[src/rtl/mips_ctrl_pkg.sv]
// Shared encodings for the MIPS pipeline hazard controller.
// Forwarding mux selects, syscall sequencer states, and the register-match helper.
// Optional build macro used by hazard_ctrl: STALL_STATS_EN.
package mips_ctrl_pkg;

   // Forwarding mux select encodings for the EX-stage operand muxes
   localparam logic [1:0] FWD_RF  = 2'b00;
   localparam logic [1:0] FWD_WB  = 2'b01;
   localparam logic [1:0] FWD_MEM = 2'b10;

   // Syscall sequencer states
   typedef enum logic [1:0] {
      RUN   = 2'd0,
      DRAIN = 2'd1,
      WAIT  = 2'd2
   } sc_state_t;

   // Register-field match that never fires on $0 (hard-wired zero register)
   function automatic logic reg_hit(input logic [4:0] a, input logic [4:0] b);
      return (a != 5'd0) && (a == b);
   endfunction

endpackage

[src/rtl/hazard_ctrl_fwd_sel.sv]
// Forwarding comparator: picks bypass sources for the decode comparator and EX operands.
// Latency: purely combinational, 0 cycles.
// Backpressure: none; outputs follow the pipeline register fields directly.
module fwd_sel
   import mips_ctrl_pkg::*;
(
   input  logic [4:0] i_rsd,
   input  logic [4:0] i_rtd,
   input  logic [4:0] i_rse,
   input  logic [4:0] i_rte,
   input  logic [4:0] i_writeregm,
   input  logic       i_regwritem,
   input  logic [4:0] i_writeregw,
   input  logic       i_regwritew,
   output logic       o_forwardad,
   output logic       o_forwardbd,
   output logic [1:0] o_forwardae,
   output logic [1:0] o_forwardbe
);

   // EX operand selects: the younger MEM result wins over the older WB result
   always_comb begin
      o_forwardae = FWD_RF;
      o_forwardbe = FWD_RF;
      if (i_regwritem && reg_hit(i_writeregm, i_rse))      o_forwardae = FWD_MEM;
      else if (i_regwritew && reg_hit(i_writeregw, i_rse)) o_forwardae = FWD_WB;
      if (i_regwritem && reg_hit(i_writeregm, i_rte))      o_forwardbe = FWD_MEM;
      else if (i_regwritew && reg_hit(i_writeregw, i_rte)) o_forwardbe = FWD_WB;
   end

   // Decode comparator only bypasses from MEM; WB is covered by the split-cycle register file
   always_comb begin
      o_forwardad = i_regwritem && reg_hit(i_writeregm, i_rsd);
      o_forwardbd = i_regwritem && reg_hit(i_writeregm, i_rtd);
   end

endmodule

[src/rtl/hazard_ctrl.sv]
// Hazard/sequencing controller: load-use and branch stalls, forwarding, syscall freeze/drain/handoff.
// Latency: stall and forward outputs are combinational; sequencer state and syscall_req are registered.
// Backpressure: front end held while a hazard or syscall is pending; host releases via syscall_ack.
// Optional build macro STALL_STATS_EN adds load-use and branch stall cycle counters.
module hazard_ctrl
   import mips_ctrl_pkg::*;
#(
   parameter int DRAIN_CYCLES = 2
)(
   input  logic        clk,
   input  logic        reset,
   input  logic [4:0]  rsd,
   input  logic [4:0]  rtd,
   input  logic        branchd,
   input  logic [4:0]  rse,
   input  logic [4:0]  rte,
   input  logic [4:0]  writerege,
   input  logic        regwritee,
   input  logic        memtorege,
   input  logic [4:0]  writeregm,
   input  logic        regwritem,
   input  logic        memtoregm,
   input  logic [4:0]  writeregw,
   input  logic        regwritew,
   input  logic        syscalle,
   input  logic        syscall_ack,
   output logic        stallf,
   output logic        stalld,
   output logic        flushe,
   output logic        forwardad,
   output logic        forwardbd,
   output logic [1:0]  forwardae,
   output logic [1:0]  forwardbe,
   output logic        syscall_req,
   output logic [31:0] lw_stall_cnt,
   output logic [31:0] br_stall_cnt
);

   // Drain counter counts down to zero, so DRAIN lasts exactly DRAIN_CYCLES cycles
   localparam logic [2:0] DRAIN_LOAD = 3'(DRAIN_CYCLES - 1);

   sc_state_t  r_state;
   logic [2:0] r_drain_cnt;
   logic       r_syscall_req;

   logic       w_fwd_ad;
   logic       w_fwd_bd;
   logic [1:0] w_fwd_ae;
   logic [1:0] w_fwd_be;
   logic       w_lwstall;
   logic       w_brstall;
   logic       w_hold;

   fwd_sel u_fwd_sel (
      .i_rsd       (rsd),
      .i_rtd       (rtd),
      .i_rse       (rse),
      .i_rte       (rte),
      .i_writeregm (writeregm),
      .i_regwritem (regwritem),
      .i_writeregw (writeregw),
      .i_regwritew (regwritew),
      .o_forwardad (w_fwd_ad),
      .o_forwardbd (w_fwd_bd),
      .o_forwardae (w_fwd_ae),
      .o_forwardbe (w_fwd_be)
   );

   // Hazard detection: load in EX feeding decode, or branch operand not yet available
   always_comb begin
      w_lwstall = memtorege && (reg_hit(rte, rsd) || reg_hit(rte, rtd));
      w_brstall = branchd &&
                  ((regwritee && (reg_hit(writerege, rsd) || reg_hit(writerege, rtd))) ||
                   (memtoregm && (reg_hit(writeregm, rsd) || reg_hit(writeregm, rtd))));
      w_hold    = (r_state != RUN) || w_lwstall || w_brstall || syscalle;
   end

   // Output steering: reset forces a bubble into EX and silences stalls and bypasses
   always_comb begin
      stallf    = !reset && w_hold;
      stalld    = !reset && w_hold;
      flushe    = reset || w_hold;
      forwardad = !reset && w_fwd_ad;
      forwardbd = !reset && w_fwd_bd;
      forwardae = reset ? FWD_RF : w_fwd_ae;
      forwardbe = reset ? FWD_RF : w_fwd_be;
   end

   // Syscall sequencer: freeze on syscall in EX, drain MEM/WB, then request host service
   always_ff @(posedge clk) begin
      if (reset) begin
         r_state       <= RUN;
         r_drain_cnt   <= 3'd0;
         r_syscall_req <= 1'b0;
      end else begin
         case (r_state)
            RUN: begin
               if (syscalle) begin
                  r_state     <= DRAIN;
                  r_drain_cnt <= DRAIN_LOAD;
               end
            end
            DRAIN: begin
               if (r_drain_cnt == 3'd0) begin
                  r_state       <= WAIT;
                  r_syscall_req <= 1'b1;
               end else begin
                  r_drain_cnt <= r_drain_cnt - 3'd1;
               end
            end
            WAIT: begin
               if (syscall_ack) begin
                  r_state       <= RUN;
                  r_syscall_req <= 1'b0;
               end
            end
            default: begin
               r_state       <= RUN;
               r_drain_cnt   <= 3'd0;
               r_syscall_req <= 1'b0;
            end
         endcase
      end
   end

   assign syscall_req = r_syscall_req;

`ifdef STALL_STATS_EN
   logic [31:0] r_lw_cnt;
   logic [31:0] r_br_cnt;

   // Stall statistics: a combined load-use + branch stall is attributed to load-use only
   always_ff @(posedge clk) begin
      if (reset) begin
         r_lw_cnt <= 32'd0;
         r_br_cnt <= 32'd0;
      end else if (r_state == RUN) begin
         if (w_lwstall)      r_lw_cnt <= r_lw_cnt + 32'd1;
         else if (w_brstall) r_br_cnt <= r_br_cnt + 32'd1;
      end
   end

   assign lw_stall_cnt = r_lw_cnt;
   assign br_stall_cnt = r_br_cnt;
`else
   assign lw_stall_cnt = 32'd0;
   assign br_stall_cnt = 32'd0;
`endif

endmodule

[config.mk]
export PLATFORM = sky130hd
export DESIGN_NAME = hazard_ctrl
export DESIGN_NICKNAME = d
export VERILOG_FILES = /design/src/rtl/mips_ctrl_pkg.sv /design/src/rtl/hazard_ctrl_fwd_sel.sv /design/src/rtl/hazard_ctrl.sv
export SDC_FILE = /design/constraint.sdc
export NUM_CORES = 1
export LEC_CHECK = 0
export BUFFER_PORTS_ARGS = -buffer_cell sky130_fd_sc_hd__buf_4
export CAP_MARGIN = 40
export CORE_UTILIZATION = 36
export CTS_CLUSTER_DIAMETER = 50
export DETAILED_ROUTE_END_ITERATION = 8
export PLACE_DENSITY_LB_ADDON = 0.25
export SKIP_LAST_GASP = 1
export SLEW_MARGIN = 20
export SYNTH_ARGS = -nofsm -noshare
export SYNTH_HDL_FRONTEND = slang
export SYNTH_SLANG_ARGS = --single-unit
export TNS_END_PERCENT = 100
[constraint.sdc]
create_clock -name clk -period 1.6 [get_ports clk]
set_input_delay 0 -clock clk [delete_from_list [all_inputs] [get_ports clk]]
set_output_delay 0 -clock clk [all_outputs]
set_load 0.03 [all_outputs]
Word level (Yosys, flattened, before mapping)
Index checks and enable logic that the tools add are counted.
{"block": "classes", "add_sub_neg": 1, "mul": 0, "n_div": 0, "order_cmp": 0, "n_eq_ne": 16, "shifts": 0, "mux": 16, "bitwise_logic": 2, "n_reduce_logical": 42}
{"op": "5-bit == test", "n": 10}
{"op": "1-bit logical AND", "n": 23}
{"op": "5-bit nonzero test", "n": 4}
{"op": "2-bit 2-to-1 mux", "n": 7}
{"op": "3-bit one-hot mux with 3 select lines", "n": 1}
{"op": "3-bit AND reduction", "n": 3}
{"op": "1-bit logical OR", "n": 8}
{"op": "2-bit inequality test, second input constant", "n": 4}
{"op": "3-bit 2-to-1 mux", "n": 2}
{"op": "2-bit one-hot mux with 3 select lines", "n": 1}
{"op": "1-bit 2-to-1 mux", "n": 4}
{"op": "3-bit zero test", "n": 1}
{"op": "1-bit one-hot mux with 3 select lines", "n": 1}
{"op": "3-bit by 1-bit subtractor with 3-bit output, second input constant", "n": 1}
{"op": "2-bit by 1-bit == test with 1-bit output, second input constant", "n": 1}
{"op": "2-bit == test, second input constant", "n": 1}
{"op": "2-bit zero test", "n": 1}
{"op": "1-bit inverter", "n": 2}
{"op": "2-bit nonzero test", "n": 1}
{"op": "1-bit zero test", "n": 1}
{"block": "word_totals", "reg_bits": 6, "latchBits": 0, "ram_bits": 0, "mem_bits_ro": 0, "inputBits": 45, "out_inout_bits": 74, "elab_cells": 80, "mem_count": 0}

Depth between registers and ports, before layout
{"block": "logic_depth", "depth_word": 9, "depth_mapped": 7, "mapped_depth_nobuf": 7}

Modules after synthesis
From an unflattened synthesis, not the netlist that was laid out.
{"block": "unflattened", "cells_unflattened": 220, "area_unflattened_um2": 1665.3}
{"module": "hazard_ctrl", "n_inst": 1, "cells_each": 167, "area_per_inst_um2": 1256.2, "seq_area_each_um2": 120.1}
{"module": "fwd_sel", "n_inst": 1, "cells_each": 53, "area_per_inst_um2": 409.1, "seq_area_each_um2": 0.0}

Worst setup path after synthesis
OpenSTA, ideal clock, no wires.
{"block": "synth_timing", "path_kind": "input to output", "startpoint": "input port rte[2]", "endpoint": "output port stallf", "arrival_time_ns": 1.786, "required_ns": 1.600, "slack_ns": -0.186, "path_stages": 6, "path_buffers": 2, "path_cell_list": "buf_2 > or4_1 > o21a_1 > a2111oi_4 > a31oi_1 > buf_4"}
{"block": "synth_via", "elab_chain_len": 8, "word_cells_on_any_way": 11, "cone_classes": "eq/ne: 2; reduce/logical: 9"}
{"element": "from (decl)", "line": "hazard_ctrl.sv:16", "rtl": "input logic [4:0] rte,"}
{"element": "5-bit == test or 5-bit nonzero test (tied branches)", "line": "mips_ctrl_pkg.sv:20", "rtl": "return (a != 5'd0) && (a == b);"}
{"element": "1-bit logical AND", "line": "mips_ctrl_pkg.sv:20"}
{"element": "1-bit logical OR *", "line": "hazard_ctrl.sv:71", "rtl": "w_lwstall = memtorege && (reg_hit(rte, rsd) || reg_hit(rte, rtd));"}
{"element": "1-bit logical AND *", "line": "hazard_ctrl.sv:71"}
{"element": "1-bit logical OR * (3 in a row)", "line": "hazard_ctrl.sv:75", "rtl": "w_hold = (r_state != RUN) || w_lwstall || w_brstall || syscalle;"}
{"element": "1-bit logical AND *"}
{"element": "to (decl)", "line": "hazard_ctrl.sv:27", "rtl": "output logic stallf,"}
Every way passes the cells marked *; elsewhere a longest branch is shown, timed or not.

Worst setup path in the final report
{"block": "layout_timing", "startpoint": "input port rte[1]", "endpoint": "output port flushe"}
{"block": "layout_via", "elab_chain_len": 8, "word_cells_on_any_way": 11, "cone_classes": "eq/ne: 2; reduce/logical: 9"}
{"element": "5-bit == test or 5-bit nonzero test (tied branches)", "line": "mips_ctrl_pkg.sv:20"}
{"element": "1-bit logical AND", "line": "mips_ctrl_pkg.sv:20"}
{"element": "1-bit logical OR *", "line": "hazard_ctrl.sv:71"}
{"element": "1-bit logical AND *", "line": "hazard_ctrl.sv:71"}
{"element": "1-bit logical OR * (3 in a row)", "line": "hazard_ctrl.sv:75"}
{"element": "1-bit logical OR *", "line": "hazard_ctrl.sv:82", "rtl": "flushe = reset || w_hold;"}
{"element": "to (decl)", "line": "hazard_ctrl.sv:29", "rtl": "output logic flushe,"}
Marked as above.

==> out/results.ini <==
[status]
status=completed

[power]
p_total_mw=1.01
power.leakage_nw=0.804
vdd_drop_max_v=0.000508
p_per_area_nw_per_um2=564

[clock_tree]
clk_latency_ns=0.22
ctsHoldBuffers=0
cts.sinks=6
cts_tree=built
cts_buffers=3
clockRootBuffer=clkbuf_8
post_cts_buffers=0
ctsResizeCount=0
clockBufferDepth=2
clk_pin_slew_worst_paths_ns=0.04
htree_levels=1

[timing]
fin_crit_ns=1.54
setup_violations=0
fmax_mhz=647
finalCritPeriodShare=0.966
hold_violations=0
tns_ns=0
final.setup_skew_ns=0.000867
slew_violations=0
rsz0062_at_grt=yes
hold_ws_ns=0.0463

[worst_hold_path]
hold_class=in -> reg
min_to=r_state[1]
hold_start=syscall_ack
holdPathStages=4

[yosys]
synthDistinctLibCells=31
postSynthCellCount=211
ys_ff_latch=6
synth_top_family_by_area=buffers and inverters
synth_xor_area_frac=0.282
synth_area_leaders=buf_4, xnor2_1, dfxtp_1
synth.top_cell.area_share=0.314
ys_warn_count=0
synth_top_area_cell=buf_4
synth-simple-area-share=0.177
seq_area_frac_synth=0.0773
yosys.area_share.adder=0.0161
synth-compound-area-share=0.0845
avgSynthCellArea_um2=7.36
synth.area.mux_share=0.00725
synth_area_um2=1550

[worst_setup_path]
crit_type=in -> out
arrival_ns=1.54
cp_common_cell=buf_4
r2r_cells=7
crit_chain=buf_4, or4_1, o21a_1, a2111oi_4, nand4b_1, buf_4
crit_start=rte[1]
regToRegEndpoint=r_drain_cnt[0]
crit_fanout=2
crit_required_ns=1.60
startpoint_type=input port
end_kind=output port
r2r_slack_ns=0.37
max_stage_delay_ns=0.52
rr_startpoint=r_drain_cnt[1]
critPathSlowestCell=or4_1

[drt]
ant_nets=0
avgViaCountPerCell=4.15
drt-initial-drc-count=45
drt-total-wl_um=3330
drt-wirelength-per-cell_um=10.9
dr.pass1.iters=4
drc=0
dr_total_vias=1275

[placed_design]
port_buffers=54
dp.final_hpwl_um=2900
placed_area_um2=1750
gp_congestion=0.814

[finish]
final_cell_mix=conb_1, buf_4, xnor2_1
antenna_cells=0
stdcell_area_um2=1800
drive_above_1_share=0.245
fin_nets=306
mostFrequentLayoutCell=conb_1
areaGrowthSynthToFinish_pct=15.5

[grt]
grt_pass1_vias=1116
grt_max_degree=14
antenna_found_initial=0
grt_pass1_wl_um=5050
grt_use_total=0.147
overflow=0

[die]
dieHeight_um=67.7
core-area_um2=4090
ios=119
die_area_um2=4580
die_w_um=67.7
num_rows=23
start_util=0.380

[flow_run]
drv_cap=0

area by class of cell:
type | count | area, um2
multi-input cells | 189 | 1140
flip-flops and latches | 6 | 120
clock buffers | 3 | 41.3
inverters | 2 | 7.51
fillers | 449 | 2290
repair buffers | 57 | 428
well taps | 50 | 62.6
cells in the mapped netlist:
cell type and instances:
a2111oi_4 1, a211oi_1 1, a21oi_1 6, a31oi_1 1
buf_2 1, buf_4 65, buf_6 1, clkbuf_1 10
conb_1 1, dfxtp_1 6, ha_1 2, inv_1 2
mux2_2 1, nand2_1 13, nand2b_1 4, nand3_1 11
nand3b_1 1, nand4b_1 1, nor2_1 6, nor2b_1 2
nor3_1 9, nor3b_1 2, nor4_1 2, o2111ai_1 2
o211ai_1 1, o21a_1 1, o21ai_0 3, o22ai_1 2
or4_1 3, xnor2_1 40, xor2_1 10
registers in the layout, indices dropped and copies added (netlist names):
name / count
r_state: 2
r_drain_cnt: 3
syscall_req: 1
per-stage QoR:
stage | util | worst slack, ns | instances
finish | 0.439 | 0.0550 | 307
global route | 0.439 | -0.0231 | 307
CTS | 0.439 | 0.0447 | 307
detailed placement | 0.429 | 0.0509 | 304
global placement | 0.429 | 0.0587 | 304
floorplan | - | 0.000443 | 274
cell families after synthesis:
| family | count (synthesis) |
|---|---|
| buffers and inverters | 79 |
| and+or+nand+nor | 54 |
| xor gates and xnor gates | 50 |
| AOI/OAI and AO/OA | 18 |
| DFF | 6 |
| adders and majority gates | 2 |
| other | 1 |
| muxes | 1 |
worst max-delay path by stage:
stage                  end  cells past startpoint
finish              flushe                      6
global route        flushe                      6
CTS                 flushe                      6
detailed placement  flushe                      6
global placement    flushe                      6
floorplan           stallf                      6
metal layers:
metal | GRT usage | up-vias | routed length [um]
met2 | 0.262 | 56 | 1710
met3 | 0.0236 | 4 | 249
li1 | - | 650 | -
met1 | 0.170 | 565 | 1330
met5 | 0 | - | 0
met4 | 0.0638 | 0 | 46
worst max-delay path, delay by kind of cell:
family / cells / cell delay [ns]
AO/OA/AOI/OAI: 2 / 0.58
buffers and inverters: 2 / 0.30
AND/OR/NAND/NOR: 2 / 0.66
power by group:
group / leakage, nW / total (mW) / internal (mW) / switching, mW
sequential: 0.0492 / 0.178 / 0.163 / 0.0149
clock: 0.0216 / 0.226 / 0.162 / 0.0646
combinational: 0.733 / 0.609 / 0.216 / 0.393
total: 0.804 / 1.01 / 0.540 / 0.472
Note: power is estimated with default switching activity, not from simulation.
